### src/rtl/sub1_feeder_if.sv
// Valid/ready bus around sub1_feeder: upstream ingress channel plus the sub1-facing egress channel.
// master = environment side (upstream producer + sub1 consumer), slave = the feeder itself.
interface sub1_feeder_if #(
   parameter int DW = 32
);
   logic          in_valid;
   logic          in_ready;
   logic [DW-1:0] in_data;
   logic          out_valid;
   logic          out_ready;
   logic [DW-1:0] out_data;

   modport master (
      output in_valid, in_data, out_ready,
      input  in_ready, out_valid, out_data
   );

   modport slave (
      input  in_valid, in_data, out_ready,
      output in_ready, out_valid, out_data
   );
endinterface

### src/rtl/sub1_feeder.sv
// Elastic fall-through FIFO feeding sub1: decouples upstream stalls from sub1 backpressure
// and keeps occupancy plus sticky overflow/underflow flags for status.
module sub1_feeder #(
   parameter int DW    = 32,
   parameter int DEPTH = 4
) (
   input  logic                         clk,
   input  logic                         rst_n,
   sub1_feeder_if.slave                 bus,
   input  logic                         flush,
   input  logic                         err_clr,
   output logic [$clog2(DEPTH):0]       count,
   output logic                         ovf_err,
   output logic                         unf_err
);
   localparam int AW = $clog2(DEPTH);

   logic [DW-1:0] r_mem [DEPTH];
   logic [AW:0]   r_wr_ptr;
   logic [AW:0]   r_rd_ptr;
   logic          r_ovf_err;
   logic          r_unf_err;

   logic          w_empty;
   logic          w_full;
   logic          w_push;
   logic          w_pop;

   // One extra pointer bit distinguishes full from empty when the index bits match.
   assign w_empty = (r_wr_ptr == r_rd_ptr);
   assign w_full  = (r_wr_ptr[AW] != r_rd_ptr[AW]) &&
                    (r_wr_ptr[AW-1:0] == r_rd_ptr[AW-1:0]);
   assign w_push  = bus.in_valid & ~w_full;
   assign w_pop   = bus.out_ready & ~w_empty;

   assign bus.in_ready  = ~w_full;
   assign bus.out_valid = ~w_empty;
   assign bus.out_data  = r_mem[r_rd_ptr[AW-1:0]];
   assign count         = r_wr_ptr - r_rd_ptr;
   assign ovf_err       = r_ovf_err;
   assign unf_err       = r_unf_err;

   // NOTE: state registers use non-blocking assignments so every flop samples pre-edge values.
   always_ff @(posedge clk or negedge rst_n) begin
      if (!rst_n) begin
         r_wr_ptr <= '0;
         r_rd_ptr <= '0;
      end else if (flush) begin
         r_wr_ptr <= '0;
         r_rd_ptr <= '0;
      end else begin
         if (w_push) r_wr_ptr <= r_wr_ptr + 1'b1;
         if (w_pop)  r_rd_ptr <= r_rd_ptr + 1'b1;
      end
   end

   // NOTE: storage is deliberately not reset; pointers alone define which entries are valid.
   always_ff @(posedge clk) begin
      if (w_push && !flush) r_mem[r_wr_ptr[AW-1:0]] <= bus.in_data;
   end

   // A set condition in the same cycle as err_clr keeps the flag set.
   always_ff @(posedge clk or negedge rst_n) begin
      if (!rst_n) begin
         r_ovf_err <= 1'b0;
         r_unf_err <= 1'b0;
      end else begin
         r_ovf_err <= (bus.in_valid & w_full)    | (r_ovf_err & ~err_clr);
         r_unf_err <= (bus.out_ready & w_empty)  | (r_unf_err & ~err_clr);
      end
   end
endmodule

### src/flat_wrapper.sv
// flat-port wrapper written by rule: the top's interface ports become plain ports
module sub1_feeder_flat 
#(
   parameter int DW    = 32,
   parameter int DEPTH = 4
)
  (clk, rst_n, flush, err_clr, count, ovf_err, unf_err, bus_in_valid, bus_in_data, bus_out_ready, bus_in_ready, bus_out_valid, bus_out_data);
  sub1_feeder_if #(.DW(DW)) bus_i ();
  input  logic clk;
  input  logic rst_n;
  input  logic flush;
  input  logic err_clr;
  output logic [$clog2(DEPTH):0] count;
  output logic ovf_err;
  output logic unf_err;
  input wire logic [$bits(bus_i.in_valid)-1:0] bus_in_valid;
  input wire logic [$bits(bus_i.in_data)-1:0] bus_in_data;
  input wire logic [$bits(bus_i.out_ready)-1:0] bus_out_ready;
  output wire logic [$bits(bus_i.in_ready)-1:0] bus_in_ready;
  output wire logic [$bits(bus_i.out_valid)-1:0] bus_out_valid;
  output wire logic [$bits(bus_i.out_data)-1:0] bus_out_data;
  assign bus_i.in_valid = bus_in_valid;
  assign bus_i.in_data = bus_in_data;
  assign bus_i.out_ready = bus_out_ready;
  assign bus_in_ready = bus_i.in_ready;
  assign bus_out_valid = bus_i.out_valid;
  assign bus_out_data = bus_i.out_data;
  sub1_feeder #(.DW(DW), .DEPTH(DEPTH)) u_core (.clk(clk), .rst_n(rst_n), .bus(bus_i), .flush(flush), .err_clr(err_clr), .count(count), .ovf_err(ovf_err), .unf_err(unf_err));
endmodule
### config.mk
export PLATFORM = sky130hd
export DESIGN_NAME = sub1_feeder_flat
export DESIGN_NICKNAME = d
export VERILOG_FILES = /design/src/rtl/sub1_feeder_if.sv /design/src/rtl/sub1_feeder.sv /design/src/flat_wrapper.sv
export SDC_FILE = /design/constraint.sdc
export NUM_CORES = 1
export LEC_CHECK = 0
export ABC_AREA = 1
export BUFFER_PORTS_ARGS = -buffer_cell sky130_fd_sc_hd__buf_2
export CAP_MARGIN = 20
export CORE_MARGIN = 2
export CORE_UTILIZATION = 25
export DETAILED_ROUTE_END_ITERATION = 6
export PLACE_DENSITY_LB_ADDON = 0.05
export SYNTH_ARGS = -nofsm -noshare
export SYNTH_HDL_FRONTEND = slang
export SYNTH_SLANG_ARGS = --single-unit
### constraint.sdc
create_clock -name clk -period 3.8 [get_ports clk]
set_input_delay 0.57 -clock clk [delete_from_list [all_inputs] [get_ports clk]]
set_output_delay 0.57 -clock clk [all_outputs]
set_load 0.03 [all_outputs]
==> tab_implementation.tex <==
\begin{tabular}{lr}
\hline
Metric & Value \\
\hline
\multicolumn{2}{l}{\textbf{STA}} \\
\quad Fmax & around 340 MHz \\
\quad Period Utilization, post-route & between 70\% and 80\% \\
\quad Count of final max-slew check failures & 0 \\
\quad Hold\_ws & $\sim$0.36 ns \\
\quad Final number of setup-violating endpoints & 0 \\
\quad Crit path time final & $\sim$3.0 ns \\
\quad Unrepaired setup endpoints after global routing & no \\
\quad Worst clock skew & between 0.009 and 0.01 ns \\
\quad Final-layout setup total negative slack & 0 ns \\
\quad Slew @ Worst Pin & about 0.76 ns \\
\quad Worst relative slew slack & slightly below 50\% \\
\quad Final setup margin & roughly 0.82 ns \\
\quad Hold Violations, Final & 0 \\
\multicolumn{2}{l}{\textbf{Synth}} \\
\quad Synthesized instance count & between 300 and 400 \\
\quad Syn. warnings & 0 \\
\quad Ranking of synthesized cells by instance count & 128 x edfxtp\_1, 70 x nor2\_1, 45 x o21ai\_0 \\
\quad Share of flip-flops with an asynchronous set or reset after synthesis & 5.88\% \\
\quad Number of enable flip-flop cells after synthesis & about 130 \\
\quad Portion of netlist area occupied by mux cells & 0\% \\
\quad Main combinational cell family by area after synthesis & compound AO/OA/AOI/OAI gates \\
\quad Most used DFF post-synth & edfxtp\_1 \\
\quad Netlist area before placement & approximately 5300 um\^{}2 \\
\quad Sequential area share after synthesis & 76.0\% \\
\quad Number of nets in the synthesized netlist & around 430 \\
\quad Post-synthesis share of cell area spent on and, or, nand and nor gates & around 8\% \\
\quad Post-synth cell types & 19 \\
\quad Library cell with the largest summed area after synthesis & edfxtp\_1 \\
\quad Register bit total from synthesis & roughly 140 \\
\quad Synthesized-area fraction occupied by ao, oa, aoi and oai cells & under 10\% \\
\quad Mean area per synthesized cell & 13.8 um\^{}2 \\
\quad Yosys top cell area share & between 70\% and 80\% \\
\quad Xor/xnor cell area share of the yosys netlist & less than 1\% \\
\quad Cell with the most instances after synthesis & edfxtp\_1 \\
\quad Adder and majority cell fraction of the synthesized area & 2.02\% \\
\quad Largest cells by area after synthesis & edfxtp\_1 72\%, nor2\_1 4.9\%, o21ai\_0 4.2\%, o22ai\_1 3.9\%, dfrtp\_1 3.8\% \\
\multicolumn{2}{l}{\textbf{Critical path}} \\
\quad Data arrival time of the critical path & around 2.4 ns \\
\quad CP Class & reg2out \\
\quad Origin of the critical flop-to-flop path & u\_core.r\_wr\_ptr[0] \\
\quad Worst Setup Start Kind & register \\
\quad Worst setup EP type & output pin \\
\quad Worst flop-to-flop path endpoint & u\_core.r\_mem[1][13] \\
\quad Required time worst endpoint & between 3 and 4 ns \\
\quad Crit path launch & u\_core.r\_rd\_ptr[0] \\
\quad Maximum fanout encountered on the critical timing path & 40 \\
\quad Setup slack on the worst flop-to-flop path & around 1.1 ns \\
\quad Logic depth of the worst register-to-register path & 8 \\
\multicolumn{2}{l}{\textbf{Detailed routing}} \\
\quad Detailed router's first-iteration violation count & approximately 180 \\
\quad Remaining design rule violation count & 0 \\
\quad Final WL & between 10,000 and 15,000 um \\
\quad Routed WL per cell & 17.1 um \\
\quad Remaining antenna violation count after routing & 0 \\
\quad Total via count after detailed routing & approximately 3,300 \\
\quad Detail-routed via count per cell & $\sim$4.3 \\
\quad Detailed-routing iteration count for the pre-antenna-repair pass & 4 \\
\multicolumn{2}{l}{\textbf{Global routing}} \\
\quad Global-route wire length before repair & $\sim$20,000 um \\
\quad Via count of the first global-routing pass & roughly 3,300 \\
\quad Overall track demand over capacity in global routing & $\sim$12\% \\
\quad Initial antenna violation count & 1 \\
\quad Grt ovf & 0 \\
\quad Maximum number of pins on one net before global-route repair & slightly above 40 \\
\multicolumn{2}{l}{\textbf{Clock network}} \\
\quad Number of buffers created by CTS & 17 \\
\quad Number of buffers on the longest clock path & 2 \\
\quad Clock network latency to the later pin of the worst-skew pair & just over 0.4 ns \\
\quad Total setup buffers inserted after CTS & 0 \\
\quad Clock tree root buffer cell & clkbuf\_16 \\
\quad Post-cts gate resize count & 0 \\
\quad TritonCTS clock tree & done \\
\quad H-tree depth reported by CTS & 4 \\
\quad Clock transition at path regs & roughly 0.060 ns \\
\quad Clock sinks & between 100 and 150 \\
\multicolumn{2}{l}{\textbf{Outcome}} \\
\quad Outcome & completed \\
\multicolumn{2}{l}{\textbf{Placed design}} \\
\quad Count of input and output buffers & 76 \\
\quad Placer Congestion & $\sim$0.72 \\
\quad Pre-CTS setup slack & about 1 ns \\
\quad HPWL after detailed placement & $\sim$7600 um \\
\quad Post-DP Area & between 6000 and 7000 um\^{}2 \\
\multicolumn{2}{l}{\textbf{Floorplanning}} \\
\quad Initial Utilization & between 20\% and 30\% \\
\quad Total core area & about 21,000 um\^{}2 \\
\quad Vert. Die Dim & 150 um \\
\quad Top-level I/O count & between 70 and 80 \\
\quad Die area & 22,500 um\^{}2 \\
\quad Core Rows & between 50 and 60 \\
\quad Die Wd & between 100 and 150 um \\
\multicolumn{2}{l}{\textbf{Power and ir drop}} \\
\quad Static Leakage & between 2 and 2.5 nW \\
\quad Maximum vdd drop & $\sim$0.27 mV \\
\quad Power density normalized to cell area & 581 nW/um\^{}2 \\
\quad Overall Power & about 3.8 mW \\
\multicolumn{2}{l}{\textbf{Layout}} \\
\quad Share of post-route cells with drive strength above 1 & between 20\% and 30\% \\
\quad Area growth from synthesis to layout & 23.5\% \\
\quad Final non-filler cell area & about 6600 um\^{}2 \\
\quad Number of nets at the end of the flow & a little over 500 \\
\quad Antenna diode instance count & 0 \\
\multicolumn{2}{l}{\textbf{Min path}} \\
\quad Worst Hold Launch & err\_clr \\
\quad Hold path endpoint & u\_core.ovf\_err \\
\quad Kind of path behind the tightest hold check & in2reg \\
\quad Hold Path Depth & 2 \\
\multicolumn{2}{l}{\textbf{Job}} \\
\quad Max-Cap Viols & 0 \\
\hline
\end{tabular}
-- report_power, final --
part	total (mW)	internal, mW	switching (mW)	leakage, nW
clock network	1.44	0.826	0.610	0.252
registers	1.70	1.69	0.0136	1.27
logic	0.681	0.177	0.504	0.866
-- placed cells by master, fill, tap and decap left out --
cell / instances
edfxtp_1: 128
buf_2: 76
nor2_1: 66
o21ai_0: 45
o22ai_1: 33
o21ai_1: 20
nand2_1: 18
clkbuf_16: 17
inv_1: 16
nand3_1: 9
ha_1: 7
dfrtp_1: 7
nand4_1: 6
buf_4: 6
clkinv_2: 5
nor2_4: 4
clkinv_4: 3
buf_12: 3
inv_2: 2
clkbuf_1: 2
clkinvlp_4: 2
clkinv_1: 2
xor2_1: 1
nand3_2: 1
fa_1: 1
inv_6: 1
dlygate4sd3_1: 1
dfrtp_2: 1
-- per-layer routing --
metal / track usage [%] / up-vias / share of wire (%)
met5: 0 / - / 0.10
met4: 3.68 / 2 / 0.92
met3: 3.78 / 13 / 4.2
met2: 20.2 / 67 / 50
met1: 15.0 / 1596 / 45
li1: - / 1594 / -
-- how the worst max path moves through the flow --
stage / endpoint / slack (ns)
after floorplan: u_core.r_mem[0][0] / 0.33
after global placement: u_core.r_mem[1][7] / 1.10
after detailed placement: u_core.r_mem[1][7] / 1.02
after CTS: bus_out_data[17] / 0.73
after global routing: bus_out_data[17] / 0.63
final: bus_out_data[17] / 0.82
-- worst max-delay path, cell delays in order (launching register included) --
cell	delay (ns)
dfrtp_2	0.43
inv_2	0.56
buf_4	0.43
nor2_1	0.07
o22ai_1	0.24
buf_2	0.25
-- logic make-up (layout without fill, tap and decap cells) --
logic type | Yosys count | after routing
DFF | 136 | 136
and+or+nand+nor | 104 | 104
AOI/OAI and AO/OA | 98 | 98
buffers and inverters | 39 | 136
adders and majority gates | 8 | 8
xor gates and xnor gates | 1 | 1
-- cell type report --
class,count,area (um^2)
Clock inverter,13,82.6
Multi-Input combinational cell,211,1100
Clock buffer,19,433
Inverter,18,67.6
Tap cell,275,344
Timing Repair Buffer,86,495
Fill cell,2184,14400
Sequential cell,136,4050
-- registers in the layout, summed over array words and instances, names as in the netlist --
register,count
u_core.unf_err,1
u_core.r_rd_ptr,3
u_core.r_wr_ptr,3
u_core.r_mem,128
u_core.ovf_err,1
-- stage by stage --
step | std cells | utilization, %
after floorplan | 386 | -
after global placement | 725 | 28.8
after detailed placement | 725 | 28.8
after CTS | 758 | 31.3
after global routing | 758 | 31.3
final | 758 | 31.3
-- what timing repair did --
action	4_1_cts	5_1_grt
hold buffers	1	0
endpoints found under the hold margin	8	0
setup endpoints to repair	0	0
(Power assumes the default switching activity.)
